### src/rtl/seg_pkg.sv
// Shared types and constants for the seven-segment scan controller.
// Frame bundle carries four digit codes plus per-digit blank/blink masks.
package seg_pkg;

    typedef logic [4:0] digit_t;

    localparam digit_t     DIG_DASH   = 5'd16;
    localparam digit_t     DIG_BLANK  = 5'd31;
    localparam logic [7:0] SEG_OFF    = 8'hFF;
    localparam logic [3:0] AN_OFF     = 4'hF;
    localparam int         NUM_DIGITS = 4;

    typedef struct packed {
        digit_t [NUM_DIGITS-1:0] codes;
        logic   [NUM_DIGITS-1:0] blank;
        logic   [NUM_DIGITS-1:0] blink;
    } frame_t;

    // Codes above 17 have no glyph and are always dark.
    function automatic logic is_dark(digit_t c, logic bl, logic bk, logic ph);
        return bl | (bk & ph) | (c > 5'd17);
    endfunction

endpackage

### src/rtl/seg_scan_ctrl_if.sv
// Frame load handshake plus board-pin outputs of the scan controller.
interface seg_scan_ctrl_if;

    logic        load;
    logic [19:0] value;
    logic [3:0]  blank_mask;
    logic [3:0]  blink_mask;
    logic        busy;
    logic        ack;
    logic [3:0]  an;
    logic [7:0]  seg;
    logic        frame_tick;

    modport master (
        output load, value, blank_mask, blink_mask,
        input  busy, ack, an, seg, frame_tick
    );

    modport slave (
        input  load, value, blank_mask, blink_mask,
        output busy, ack, an, seg, frame_tick
    );

endinterface

### src/rtl/displayer.sv
// Digit code to active-low cathode pattern {dp,g..a}.
// 0-15 hex glyphs, 16 dash, 17 underscore, anything else dark.
module displayer
    import seg_pkg::*;
(
    input  digit_t     i_code,
    output logic [7:0] o_seg
);

    always_comb begin
        o_seg = SEG_OFF;
        case (i_code)
            5'd0:  o_seg = 8'hC0;
            5'd1:  o_seg = 8'hF9;
            5'd2:  o_seg = 8'hA4;
            5'd3:  o_seg = 8'hB0;
            5'd4:  o_seg = 8'h99;
            5'd5:  o_seg = 8'h92;
            5'd6:  o_seg = 8'h82;
            5'd7:  o_seg = 8'hF8;
            5'd8:  o_seg = 8'h80;
            5'd9:  o_seg = 8'h90;
            5'd10: o_seg = 8'h88;
            5'd11: o_seg = 8'h83;
            5'd12: o_seg = 8'hC6;
            5'd13: o_seg = 8'hA1;
            5'd14: o_seg = 8'h86;
            5'd15: o_seg = 8'h8E;
            5'd16: o_seg = 8'hBF;
            5'd17: o_seg = 8'hF7;
            default: o_seg = SEG_OFF;
        endcase
    end

endmodule

### src/rtl/seg_scan_ctrl.sv
// Four-digit time-multiplexed display scanner with dead time, blink,
// and tear-free frame loading at frame boundaries.
module seg_scan_ctrl
    import seg_pkg::*;
#(
    parameter int REFRESH_DIV  = 100000,
    parameter int DEAD_CYCLES  = 4,
    parameter int BLINK_FRAMES = 125
) (
    input  logic            clk,
    input  logic            rst,
    seg_scan_ctrl_if.slave  bus
);

    localparam int CW = $clog2(REFRESH_DIV);
    localparam int BW = $clog2(BLINK_FRAMES + 1);

    localparam logic [CW-1:0] CNT_MAX   = CW'(REFRESH_DIV - 1);
    localparam logic [CW-1:0] DEAD_END  = CW'(DEAD_CYCLES);
    localparam logic [BW-1:0] BLINK_MAX = BW'(BLINK_FRAMES - 1);

    logic [CW-1:0] r_cnt;
    logic [1:0]    r_idx;
    logic [BW-1:0] r_bcnt;
    logic          r_phase;
    frame_t        r_shadow;
    frame_t        r_pending;
    logic          r_pend;

    logic [3:0]    r_an;
    logic [7:0]    r_seg;
    logic          r_ack;
    logic          r_tick;

    frame_t        w_in;
    logic          w_wrap;
    logic          w_bnd;
    logic          w_dead;
    digit_t        w_code;
    logic          w_dark;
    logic [7:0]    w_seg;

    assign w_in   = '{codes: bus.value,
                      blank: bus.blank_mask,
                      blink: bus.blink_mask};
    assign w_wrap = (r_cnt == CNT_MAX);
    assign w_bnd  = w_wrap && (r_idx == 2'd3);
    assign w_dead = (r_cnt < DEAD_END);
    assign w_code = r_shadow.codes[r_idx];
    assign w_dark = is_dark(w_code,
                            r_shadow.blank[r_idx],
                            r_shadow.blink[r_idx],
                            r_phase);

    displayer u_disp (
        .i_code (w_code),
        .o_seg  (w_seg)
    );

    always_ff @(posedge clk or posedge rst) begin
        if (rst) begin
            r_cnt     <= '0;
            r_idx     <= '0;
            r_bcnt    <= '0;
            r_phase   <= 1'b0;
            r_shadow  <= '{codes: {NUM_DIGITS{DIG_BLANK}},
                           blank: '0, blink: '0};
            r_pending <= '{codes: {NUM_DIGITS{DIG_BLANK}},
                           blank: '0, blink: '0};
            r_pend    <= 1'b0;
        end else begin
            r_cnt <= w_wrap ? '0 : r_cnt + 1'b1;
            if (w_wrap)
                r_idx <= r_idx + 2'd1;
            if (w_bnd) begin
                if (r_bcnt == BLINK_MAX) begin
                    r_bcnt  <= '0;
                    r_phase <= ~r_phase;
                end else begin
                    r_bcnt <= r_bcnt + 1'b1;
                end
                // A load on the boundary beats an older pending frame.
                if (bus.load) begin
                    r_shadow <= w_in;
                    r_pend   <= 1'b0;
                end else if (r_pend) begin
                    r_shadow <= r_pending;
                    r_pend   <= 1'b0;
                end
            end else if (bus.load) begin
                r_pending <= w_in;
                r_pend    <= 1'b1;
            end
        end
    end

    always_ff @(posedge clk or posedge rst) begin
        if (rst) begin
            r_an   <= AN_OFF;
            r_seg  <= SEG_OFF;
            r_ack  <= 1'b0;
            r_tick <= 1'b0;
        end else begin
            r_ack  <= w_bnd && (bus.load || r_pend);
            r_tick <= w_bnd;
            if (w_dead) begin
                r_an  <= AN_OFF;
                r_seg <= SEG_OFF;
            end else begin
                r_an  <= ~(4'b0001 << r_idx);
                r_seg <= w_dark ? SEG_OFF : w_seg;
            end
        end
    end

    assign bus.an         = r_an;
    assign bus.seg        = r_seg;
    assign bus.ack        = r_ack;
    assign bus.frame_tick = r_tick;
    assign bus.busy       = r_pend;

endmodule

### src/flat_wrapper.sv
// flat-port wrapper written by rule: the top's interface ports become plain ports
module seg_scan_ctrl_flat import seg_pkg::*;
#(
    parameter int REFRESH_DIV  = 100000,
    parameter int DEAD_CYCLES  = 4,
    parameter int BLINK_FRAMES = 125
)
  (clk, rst, bus_load, bus_value, bus_blank_mask, bus_blink_mask, bus_busy, bus_ack, bus_an, bus_seg, bus_frame_tick);
  seg_scan_ctrl_if bus_i ();
  input  logic clk;
  input  logic rst;
  input wire logic [$bits(bus_i.load)-1:0] bus_load;
  input wire logic [$bits(bus_i.value)-1:0] bus_value;
  input wire logic [$bits(bus_i.blank_mask)-1:0] bus_blank_mask;
  input wire logic [$bits(bus_i.blink_mask)-1:0] bus_blink_mask;
  output wire logic [$bits(bus_i.busy)-1:0] bus_busy;
  output wire logic [$bits(bus_i.ack)-1:0] bus_ack;
  output wire logic [$bits(bus_i.an)-1:0] bus_an;
  output wire logic [$bits(bus_i.seg)-1:0] bus_seg;
  output wire logic [$bits(bus_i.frame_tick)-1:0] bus_frame_tick;
  assign bus_i.load = bus_load;
  assign bus_i.value = bus_value;
  assign bus_i.blank_mask = bus_blank_mask;
  assign bus_i.blink_mask = bus_blink_mask;
  assign bus_busy = bus_i.busy;
  assign bus_ack = bus_i.ack;
  assign bus_an = bus_i.an;
  assign bus_seg = bus_i.seg;
  assign bus_frame_tick = bus_i.frame_tick;
  seg_scan_ctrl #(.REFRESH_DIV(REFRESH_DIV), .DEAD_CYCLES(DEAD_CYCLES), .BLINK_FRAMES(BLINK_FRAMES)) u_core (.clk(clk), .rst(rst), .bus(bus_i));
endmodule
### config.mk
export PLATFORM = sky130hd
export DESIGN_NAME = seg_scan_ctrl_flat
export DESIGN_NICKNAME = d
export VERILOG_FILES = /design/src/rtl/seg_pkg.sv /design/src/rtl/seg_scan_ctrl_if.sv /design/src/rtl/displayer.sv /design/src/rtl/seg_scan_ctrl.sv /design/src/flat_wrapper.sv
export SDC_FILE = /design/constraint.sdc
export NUM_CORES = 1
export LEC_CHECK = 0
export BUFFER_PORTS_ARGS = -buffer_cell sky130_fd_sc_hd__buf_4
export CORE_MARGIN = 2
export CORE_UTILIZATION = 30
export DETAILED_ROUTE_END_ITERATION = 8
export GPL_TIMING_DRIVEN = 0
export SKIP_CTS_REPAIR_TIMING = 1
export SYNTH_ARGS = -nofsm -noshare
export SYNTH_HDL_FRONTEND = slang
export SYNTH_HIERARCHICAL = 1
export SYNTH_SLANG_ARGS = --single-unit
### constraint.sdc
create_clock -name clk -period 5.4 [get_ports clk]
set_clock_uncertainty 0.15 [all_clocks]
set_input_delay 0.81 -clock clk [delete_from_list [all_inputs] [get_ports clk]]
set_output_delay 0.81 -clock clk [all_outputs]
set_load 0.005 [all_outputs]
==> results.py <==
metrics = {
    "logic_synthesis": {
        "syn_inst": 440,
        "synthesis.nets": 485,
        "synth-adder-area-share_pct": 3.59,
        "synth-main-ff-cell": "dfstp_2",
        "synth_enable_flop_cells": 0,
        "synth-xor-area-share_pct": 2.69,
        "synth-seq-cells": 98,
        "post_synthesis_simple_gate_area_fraction_pct": 12.2,
        "synth_async_sr_flop_share_pct": 100,
        "post_synth_mux_area_share_pct": 11.5,
        "synth_seq_area_share_pct": 51.5,
        "synth-compound-area-share_pct": 12.5,
        "netlist-cell-type-count": 53,
        "synth_area_per_cell_um2": 11.1,
        "ys_warn_count": 6,
        "post_syn_area_mm2": 0.00489,
        "largest_family_of_logic_cells_by_synthesized_area": "compound AO/OA/AOI/OAI gates",
    },
    "placed_design": {
        "detailedPlacementHpwl_um": 7500,
        "place_worst_setup_slack_ns": 2.71,
        "place_area_mm2": 0.00552,
        "portBuffers": 45,
        "place.gp.congestion": 0.802,
    },
    "worst_setup_path": {
        "setup.worst_path.start_class": "flop",
        "worst_ep_required_time_ns": 5.54,
        "setup.worst_path.class": "flop to flop",
        "timing.critical_path.arrival_ns": 2.76,
        "crit_fanout": 8,
        "critical_path.slowest_cell": "mux4_2",
        "slowest_delay_ns": 0.65,
        "crit_chain": "buf_2, mux4_2, ha_1, mux2_4, a221oi_2, a31oi_1, or2_1",
        "cp-end-kind": "flop",
    },
    "clocking": {
        "cts.reportedPaths.clkPinSlew_ns": 0.07,
        "tritoncts": "built",
        "cts.sinks": 98,
        "ctsRootBufferMaster": "clkbuf_16",
        "htreeDepth": 3,
        "num_cts_buffers": 9,
        "cts_max_path_buffers": 2,
        "worst_skew_pair.late_latency_ns": 0.36,
    },
    "layout": {
        "finish.instance_area_mm2": 0.00582,
        "most_common_cell_after_layout_fill_and_taps_aside": "dfstp_2",
        "layout_common_cells": "dfstp_2, buf_4, nand2_1, dfrtp_1, inv_1",
        "n_fill_cell": 1583,
        "p_r_area_growth_vs_syn_pct": 19.1,
        "drive_above_1_share_pct": 32.9,
        "diodes": 0,
        "finalNetCount": 542,
    },
    "floorplanning": {
        "die-width_um": 132,
        "placeable_core_area_mm2": 0.0159,
        "floorplan.initialDensity_pct": 30.8,
        "floorplan.io_pins": 46,
        "die-area_mm2": 0.0173,
        "dieHeight_um": 132,
        "std_cell_rows": 46,
    },
    "timing": {
        "maxSlewHeadroom_pct": 59.8,
        "timing.setup.tns_ns": 0,
        "worst-slew-pin-transition_ns": 0.603,
        "holdWs_ns": 0.280,
        "final_min_period_over_clock_period_pct": 48.7,
        "max_clock_freq_mhz": 380,
        "report.final.setup_viol": 0,
        "unrepaired_setup_endpoints_after_global_routing": "no",
        "period_minus_slack_ns": 2.63,
        "hold_viol": 0,
        "drv_slew": 0,
        "post-route-worst-setup-slack_ns": 2.77,
    },
    "routing": {
        "firstDrtPassIters": 4,
        "vias": 3385,
        "drt-vias-per-instance": 4.71,
        "route.detailed.drc": 0,
        "avgRoutedWirePerCell_um": 14.8,
        "initialDrtViolationCount": 193,
        "final_antenna_net_count": 0,
        "drt_wl_total_um": 10600,
    },
    "power": {
        "finalPower_mw": 1.60,
        "vdd_ir_drop_max_mv": 0.141,
        "internal-power_mw": 1.19,
        "sequentialPowerShare_pct": 50.7,
        "power.density_cell_area_mw_per_mm2": 276,
        "leakage_dissipation_nw": 2.48,
        "p_sw_mw": 0.409,
        "part_of_the_power_in_the_clock_network_pct": 39.7,
        "swShare_pct": 25.5,
        "comb_power_share_pct": 9.6,
    },
    "global_route": {
        "first_global_vias": 3536,
        "pin_count_of_the_biggest_net_entering_global_routing": 74,
        "grt_pass1_wl_um": 18200,
        "grt_antenna_before_repair": 0,
        "grt_overflow_total": 0,
        "total_routing_usage_gr_pct": 13.2,
    },
    "outcome": {
        "result_of_the_run": "completed",
    },
    "job": {
        "maxCapViolations": 0,
    },
    "min_path": {
        "hold_path.class": "input pin to asynchronous set/reset pin",
    },
}
-- per-layer routing --
| metal | GRT usage (%) | share of wire [%] | vias up |
|---|---|---|---|
| met2 | 21.1 | 47 | 59 |
| met4 | 6.10 | 2.4 | 0 |
| li1 | - | - | 1653 |
| met5 | 0 | 0 | - |
| met3 | 2.85 | 3.2 | 20 |
| met1 | 17.2 | 48 | 1653 |
-- flip-flops by register name (all words and copies together), names as in the netlist --
register / flops
u_core/r_shadow: 28
u_core/r_pending: 28
u_core/bus.busy: 1
u_core/r_phase: 1
u_core/bus.ack: 1
u_core/r_cnt: 17
u_core/bus.an: 4
u_core/r_bcnt: 7
u_core/bus.seg: 8
u_core/bus.frame_tick: 1
u_core/r_idx: 2
-- power groups by stage --
| stage | clock, mW | combinational, mW | sequential [mW] |
|---|---|---|---|
| final | 0.637 | 0.153 | 0.814 |
| after global routing | 0.683 | 0.174 | 0.819 |
| after CTS | 0.663 | 0.157 | 0.814 |
| after detailed placement | 0 | 0.156 | 0.826 |
| after global placement | 0 | 0.149 | 0.825 |
| after floorplan | 0 | 0.0962 | 0.821 |
-- synthesized netlist by cell type, drive strengths merged (3+ instances only) --
| library cell | number | share of area [%] |
|---|---|---|
| nor2 | 18 | 1.4 |
| and4 | 3 | 0.54 |
| clkbuf | 8 | 0.61 |
| mux4 | 7 | 3.2 |
| nor3 | 7 | 0.92 |
| mux2i | 4 | 0.82 |
| a31oi | 7 | 0.90 |
| inv | 42 | 3.2 |
| mux2 | 32 | 7.5 |
| nand4 | 6 | 1.1 |
| nand2 | 47 | 3.6 |
| and3 | 4 | 0.51 |
| o2bb2ai | 28 | 5.0 |
| dfstp | 52 | 28 |
| or2 | 9 | 1.2 |
| buf | 16 | 2.1 |
| dfrtp | 46 | 24 |
| ha | 14 | 3.6 |
| xnor2 | 9 | 1.6 |
| xor2 | 6 | 1.1 |
| nand3 | 8 | 0.82 |
| nor4 | 6 | 1.1 |
| o21ai | 37 | 3.9 |
-- cell families after synthesis --
| family | after synthesis |
|---|---|
| AO/OA/AOI/OAI | 88 |
| multiplexers | 43 |
| buffers and inverters | 66 |
| XOR/XNOR | 15 |
| flip-flops | 98 |
| adder cells (fa/ha/maj) | 14 |
| other | 1 |
| AND/OR/NAND/NOR | 115 |
-- per-stage QoR --
stage / cells / util, %
finish: 718 / 36.6
global route: 718 / 36.6
detailed placement: 702 / 34.8
CTS: 718 / 36.6
floorplan: 440 / -
global placement: 701 / 34.6
-- worst max-delay path, delay by kind of cell (launching register included) --
kind | cells | cell delay, ns
DFF | 1 | 0.37
adders and majority gates | 1 | 0.28
AOI/OAI and AO/OA | 2 | 0.29
and+or+nand+nor | 1 | 0.24
muxes | 2 | 0.93
buffers and inverters | 1 | 0.29
-- area by class of cell --
type                            instances  area (um2)  area share (%)
Buffer                                 24         134            2.30
Tap cell                              216         270            4.64
Timing Repair Buffer                   46         365            6.28
Multi-Input combinational cell        276        2080            35.7
Sequential cell                        98        2520            43.3
Inverter                               42         160            2.75
Clock inverter                          7        70.1            1.20
Clock buffer                            9         225            3.87
-- path summary, 6_finish.rpt --
check / endpoint / slack [ns] / cells after the start / start
setup / recovery: u_core/bus.seg[6] / 2.77 / 7 / u_core/r_idx[0]
hold / removal: u_core/bus.frame_tick / 0.28 / 2 / rst
setup reg to reg: u_core/bus.seg[6] / 2.77 / 7 / u_core/r_idx[0]
hold reg to reg: u_core/r_pending[16] / 0.34 / 1 / u_core/r_pending[16]
max in group asynchronous: u_core/r_pending[23] / 4.12 / 3 / rst
min in group clk: u_core/r_pending[16] / 0.34 / 1 / u_core/r_pending[16]
Power figures use the tool's default switching activity.
